==> src/rtl/mc_controller.sv <==
// Multicycle MIPS controller: one Moore FSM over fetch/decode/execute/mem/writeback plus counted mult/div.
// Optional state_o debug port enabled by MC_CONTROLLER_STATE_OUT_EN.
module mc_controller #(
    parameter int MULT_LAT = 4,
    parameter int DIV_LAT  = 32,
    parameter int CNT_W    = 6
) (
    input  logic       clk,
    input  logic       reset,
    input  logic [5:0] op,
    input  logic [5:0] funct,
    input  logic       zero,
    output logic       pcen,
    output logic       iord,
    output logic       irwrite,
    output logic       memwrite,
    output logic       lb,
    output logic       regwrite,
    output logic [1:0] regdst,
    output logic [1:0] memtoreg,
    output logic       alusrca,
    output logic [1:0] alusrcb,
    output logic [1:0] pcsrc,
    output logic [2:0] alucontrol,
    output logic [1:0] shift,
    output logic       muldiv_start,
    output logic       muldiv_div,
    output logic       hilo_we,
    output logic       hisel,
    output logic       busy,
    output logic       illegal
`ifdef MC_CONTROLLER_STATE_OUT_EN
    ,
    output logic [3:0] state_o
`endif
);

    typedef enum logic [3:0] {
        S_FETCH   = 4'd0,  S_DECODE = 4'd1,  S_MEMADR = 4'd2,  S_MEMRD  = 4'd3,
        S_MEMWB   = 4'd4,  S_MEMWR  = 4'd5,  S_RTYPEEX = 4'd6, S_ALUWB  = 4'd7,
        S_BRANCH  = 4'd8,  S_ADDIEX = 4'd9,  S_ADDIWB = 4'd10, S_JUMP   = 4'd11,
        S_JAL     = 4'd12, S_JR     = 4'd13, S_MULDIV = 4'd14, S_MFWB   = 4'd15
    } state_t;

    localparam logic [CNT_W-1:0] MULT_LAST = CNT_W'(MULT_LAT - 1);
    localparam logic [CNT_W-1:0] DIV_LAST  = CNT_W'(DIV_LAT - 1);

    state_t           state_q, state_d;
    state_t           dec_nxt;
    logic             dec_ill;
    logic [CNT_W-1:0] cnt_q, cnt_d;
    logic [CNT_W-1:0] lat_m1;

    assign lat_m1 = (funct == 6'b011010) ? DIV_LAST : MULT_LAST;

    // Dispatch out of DECODE; anything undecodable falls back to FETCH flagged illegal.
    always_comb begin
        dec_nxt = S_FETCH;
        dec_ill = 1'b0;
        case (op)
            6'b100011, 6'b100000, 6'b101011: dec_nxt = S_MEMADR;
            6'b000100:                       dec_nxt = S_BRANCH;
            6'b001000:                       dec_nxt = S_ADDIEX;
            6'b000010:                       dec_nxt = S_JUMP;
            6'b000011:                       dec_nxt = S_JAL;
            6'b000000: begin
                case (funct)
                    6'b100000, 6'b100010, 6'b100100, 6'b100101,
                    6'b101010, 6'b000000, 6'b000010: dec_nxt = S_RTYPEEX;
                    6'b011000, 6'b011010:            dec_nxt = S_MULDIV;
                    6'b010000, 6'b010010:            dec_nxt = S_MFWB;
                    6'b001000:                       dec_nxt = S_JR;
                    default:                         dec_ill = 1'b1;
                endcase
            end
            default: dec_ill = 1'b1;
        endcase
    end

    always_comb begin
        state_d      = state_q;
        cnt_d        = cnt_q;
        pcen         = 1'b0;
        iord         = 1'b0;
        irwrite      = 1'b0;
        memwrite     = 1'b0;
        lb           = 1'b0;
        regwrite     = 1'b0;
        regdst       = 2'b00;
        memtoreg     = 2'b00;
        alusrca      = 1'b0;
        alusrcb      = 2'b00;
        pcsrc        = 2'b00;
        alucontrol   = 3'b000;
        shift        = 2'b00;
        muldiv_start = 1'b0;
        muldiv_div   = 1'b0;
        hilo_we      = 1'b0;
        hisel        = 1'b0;
        busy         = 1'b0;
        illegal      = 1'b0;
        if (reset) begin
            case (state_q)
                S_FETCH: begin
                    irwrite = 1'b1; alusrcb = 2'b01; alucontrol = 3'b010; pcen = 1'b1;
                    state_d = S_DECODE;
                end
                S_DECODE: begin
                    alusrcb = 2'b11; alucontrol = 3'b010;
                    illegal = dec_ill;
                    state_d = dec_nxt;
                    if (dec_nxt == S_MULDIV) cnt_d = lat_m1;
                end
                S_MEMADR: begin
                    alusrca = 1'b1; alusrcb = 2'b10; alucontrol = 3'b010;
                    state_d = (op == 6'b101011) ? S_MEMWR : S_MEMRD;
                end
                S_MEMRD: begin
                    iord = 1'b1; lb = (op == 6'b100000);
                    state_d = S_MEMWB;
                end
                S_MEMWB: begin
                    memtoreg = 2'b01; regwrite = 1'b1; lb = (op == 6'b100000);
                    state_d = S_FETCH;
                end
                S_MEMWR: begin
                    iord = 1'b1; memwrite = 1'b1;
                    state_d = S_FETCH;
                end
                S_RTYPEEX: begin
                    alusrca = 1'b1;
                    case (funct)
                        6'b100010: alucontrol = 3'b110;
                        6'b100100: alucontrol = 3'b000;
                        6'b100101: alucontrol = 3'b001;
                        6'b101010: alucontrol = 3'b111;
                        default:   alucontrol = 3'b010;
                    endcase
                    shift   = (funct == 6'b000000) ? 2'b01 : (funct == 6'b000010) ? 2'b10 : 2'b00;
                    state_d = S_ALUWB;
                end
                S_ALUWB: begin
                    regdst = 2'b01; regwrite = 1'b1;
                    shift   = (funct == 6'b000000) ? 2'b01 : (funct == 6'b000010) ? 2'b10 : 2'b00;
                    state_d = S_FETCH;
                end
                S_BRANCH: begin
                    alusrca = 1'b1; alucontrol = 3'b110; pcsrc = 2'b01; pcen = zero;
                    state_d = S_FETCH;
                end
                S_ADDIEX: begin
                    alusrca = 1'b1; alusrcb = 2'b10; alucontrol = 3'b010;
                    state_d = S_ADDIWB;
                end
                S_ADDIWB: begin
                    regwrite = 1'b1;
                    state_d  = S_FETCH;
                end
                S_JUMP: begin
                    pcsrc = 2'b10; pcen = 1'b1;
                    state_d = S_FETCH;
                end
                S_JAL: begin
                    regdst = 2'b10; memtoreg = 2'b10; regwrite = 1'b1; pcsrc = 2'b10; pcen = 1'b1;
                    state_d = S_FETCH;
                end
                S_JR: begin
                    pcsrc = 2'b11; pcen = 1'b1;
                    state_d = S_FETCH;
                end
                S_MULDIV: begin
                    // Counter runs LAT-1 down to 0; with LAT=1 start and hilo_we coincide.
                    busy         = 1'b1;
                    muldiv_div   = funct[1];
                    muldiv_start = (cnt_q == lat_m1);
                    if (cnt_q == '0) begin
                        hilo_we = 1'b1;
                        state_d = S_FETCH;
                    end else begin
                        cnt_d = cnt_q - CNT_W'(1);
                    end
                end
                S_MFWB: begin
                    regdst = 2'b01; memtoreg = 2'b11; regwrite = 1'b1;
                    hisel   = (funct == 6'b010000);
                    state_d = S_FETCH;
                end
                default: state_d = S_FETCH;
            endcase
        end
    end

    always_ff @(posedge clk) begin
        if (!reset) begin
            state_q <= S_FETCH;
            cnt_q   <= '0;
        end else begin
            state_q <= state_d;
            cnt_q   <= cnt_d;
        end
    end

`ifdef MC_CONTROLLER_STATE_OUT_EN
    assign state_o = reset ? state_q : 4'd0;
`endif

endmodule

==> config.mk <==
export PLATFORM = sky130hd
export DESIGN_NAME = mc_controller
export DESIGN_NICKNAME = d
export VERILOG_FILES = /design/src/rtl/mc_controller.sv
export SDC_FILE = /design/constraint.sdc
export NUM_CORES = 1
export LEC_CHECK = 0
export ABC_AREA = 1
export CORE_MARGIN = 2
export CORE_UTILIZATION = 46
export DETAILED_ROUTE_END_ITERATION = 16
export PLACE_DENSITY = 0.8
export SLEW_MARGIN = 10
export SYNTH_ARGS = -nofsm -noshare
export SYNTH_HDL_FRONTEND = slang
export SYNTH_SLANG_ARGS = --single-unit
==> constraint.sdc <==
create_clock -name clk -period 1.5 [get_ports clk]
set_input_delay 0.15 -clock clk [delete_from_list [all_inputs] [get_ports clk]]
set_output_delay 0.15 -clock clk [all_outputs]
set_load 0.02 [all_outputs]
==> flow_metrics.tcl <==
set metrics [dict create \
    netlist.area_leader.share_pct 17.11 \
    core_area_um2 2686 \
    vias_per_cell 6.780 \
    cts.sink_count 10 \
    fin_cells 391 \
    rows 19 \
    grt_pass1_wl_um 10060 \
    slew_headroom_pct 77.13 \
    gp_congestion 0.8932 \
    syn_nets 260 \
    path_buf_inv 2 \
    synth_seq_cells 10 \
    layout_min_cycle_time_ns 1.999 \
    hold_viol_final 0 \
    p_per_area_nw_per_um2 352.1 \
    synthCells 242 \
    yosys_most_used_dff "dfxtp_1" \
    seq_area_frac_synth_pct 15.73 \
    synth-async-reset-ratio_pct 0 \
    worstPathArrival_ns 1.85 \
    grt_use_total_pct 40.31 \
    num-nets-final 379 \
    area_growth_pct 104.2 \
    die_h_um 56.60 \
    syn_avg_cell_area_um2 5.258 \
    clk_latency_ns 0.30 \
    dp_hpwl_um 3503 \
    critPathLaunchType "primary input" \
    yosysWarnings 0 \
    antennaDiodeCount 0 \
    setup_ws_ns -0.4991 \
    synth_edf_count 0 \
    die-area_um2 3203 \
    vdd.ir_drop.worst_uv 672.0 \
    min_from "reset" \
    die_w_um 56.60 \
    start_util_pct 47.37 \
    met1_usage_pct 45.92 \
    critPathLaunch "funct[3]" \
    placed_area_um2 2193 \
    drt_wl_total_um 9182 \
    cts_buffers 3 \
    nFillCells 51 \
    grt_max_degree 12 \
    worst-slew-pin-transition_ns 0.3417 \
    yosysMostFrequentCell "nand2_1" \
    critical_path.top_delay_family "simple AND/OR/NAND/NOR gates" \
    clockBufferDepth 2 \
    numPortBuffers 40 \
    ant_nets 0 \
    overflow 0 \
    worst-setup-path-type "in -> out" \
    critical_path.cell_chain "clkdlybuf4s15_1, nor2_2, nand3_1, nand2_1, nor2_1, nand2_1, nand2_2, nand2_2, nor4_2, buf_2" \
    grt_antenna_before_repair 0 \
    maxCapViolCount 0 \
    min_period_over_period_pct 133.3 \
    globalRouteMet2Util_pct 69.44 \
    path_clk_slew_ns 0.10 \
    first_global_vias 2183 \
    grt.busiest_layer "met2" \
    drtPass1Iterations 9 \
    drv_slew 0 \
    design_area_um2 2599 \
    h-tree-depth 1 \
    dpl.cell_count 372 \
    p_leak_nw 1.358 \
    r2r-end "cnt_q[0]" \
    violations "setup timing" \
    cp_data_required_time_ns 1.35 \
    synth_area_leader_cell "nand2_1" \
    hold_class "in -> reg" \
    synthTopCellsByCount "nand2_1 (58), nor2_1 (52), inv_1 (33)" \
    ff2ff_setup_slack_ns -0.34 \
    critPathMaxFanout 5 \
    finClkSkew_ns 0.02190 \
    netlist_top_cells_area "nand2_1 (17%), dfxtp_1 (16%), nor2_1 (15%), inv_1 (9.7%), nand3_1 (8.7%)" \
    cts_root_buf "clkbuf_4" \
    critPathMaxStageDelay_ns 0.35 \
    drt_iter0_markers 412 \
    cts_tree "done" \
    setup_viol 36 \
    critPathCaptureType "output pin" \
    whs_endpoint "state_q[3]" \
    r2r_cells 12 \
    ios 41 \
    outcome "finished, violations left" \
    wl_per_cell_um 23.48 \
    drc 0 \
    drive_gt1_share_pct 58.89 \
    holdPathStages 4 \
    cts_hold_buf 0 \
    max_freq_ghz 0.5002 \
    critPathSlowestCell "nor4_2" \
    place_ws_ns -0.7583 \
    num_vias 2651 \
    regToRegStartpoint "state_q[2]" \
    ys_types 28 \
    grt_setup_unrepaired "true" \
    grt_util_met3_pct 8.295 \
    synthesis.area_um2 1272 \
]
[worst max-delay path by stage]
stage / to / slack [ns] / cells past startpoint
3_3_place_gp: illegal / -0.69 / 8
3_5_place_dp: muldiv_start / -0.76 / 8
5_1_grt: illegal / -0.67 / 10
6_report: illegal / -0.50 / 10
4_1_cts: muldiv_start / -0.18 / 9
2_1_floorplan: muldiv_start / -0.04 / 8
[state kept, by name, indices dropped and copies added, names as in the netlist]
register	cells
state_q	4
cnt_q	6
[routing by layer]
metal	share of wire (%)	vias up
met5	0	-
met3	15	155
li1	-	1000
met2	42	349
met4	12	0
met1	31	1147
[tightest hold or removal path, cell delays in order]
cell and delay, ns:
dlygate4sd2_1 0.27, clkinv_2 0.08, buf_6 0.16, a21oi_2 0.07
[per-stage QoR]
stage / hold slack, ns / setup TNS [ns] / util (%) / power [W]
3_5_place_dp: 0.5295 / -18.01 / 81.65 / 0.0005447
6_report: 0.4617 / -9.931 / 96.74 / 0.0009151
3_3_place_gp: 0.5064 / -16.88 / 81.65 / 0.0005408
2_1_floorplan: 0.4699 / -0.04204 / - / 0.0003974
4_1_cts: 0.4286 / -1.841 / 89.85 / 0.0008070
5_1_grt: 0.4655 / -11.38 / 96.74 / 0.0009224
[cells in the final DEF (no fill, tap or decap), types with 6 or more instances in the layout]
cell,synthesis,routed
nand2_1,58,37
dfxtp_1,10,6
nand3_2,1,6
buf_6,1,14
nor2_4,3,15
nand2_2,2,20
nor2_1,52,33
inv_2,6,16
nand3_1,22,16
a21oi_1,13,7
a21oi_2,1,6
buf_4,0,84
dlygate4sd2_1,0,7
nor2_2,7,14
inv_1,33,21
[power breakdown]
part / internal [W] / switching, W / total [W]
sequential: 0.000267 / 0.00000601 / 0.000273
clock: 0.000148 / 0.000137 / 0.000286
combinational: 0.000142 / 0.000214 / 0.000356
total: 0.000558 / 0.000357 / 0.000915
[kinds of logic (layout without fill, tap and decap cells)]
family	after synthesis	count (layout)	synth area share [%]
flops	10	10	15.73
compound gates	25	25	11.51
fa+ha+maj	3	3	2.950
buf+inv	43	160	13.27
xor+xnor	3	3	2.065
simple gates	158	159	54.47
[repair_timing]
item                       in CTS  in global routing
setup buffers                  10                  5
cloned                          1                  0
pin swaps                      18                 11
setup endpoints to repair      36                 35
gates resized for setup       206                 66
[area by class of cell]
class,instances,area (µm²),area share (%)
Multi-Input combinational cell,190,1237,47.62
Timing Repair Buffer,116,919.6,35.39
Sequential cell,10,210.2,8.089
Inverter,40,156.4,6.018
Tap cell,31,38.79,1.493
Clock buffer,4,36.28,1.396
Note: power is estimated with default switching activity, not from simulation.
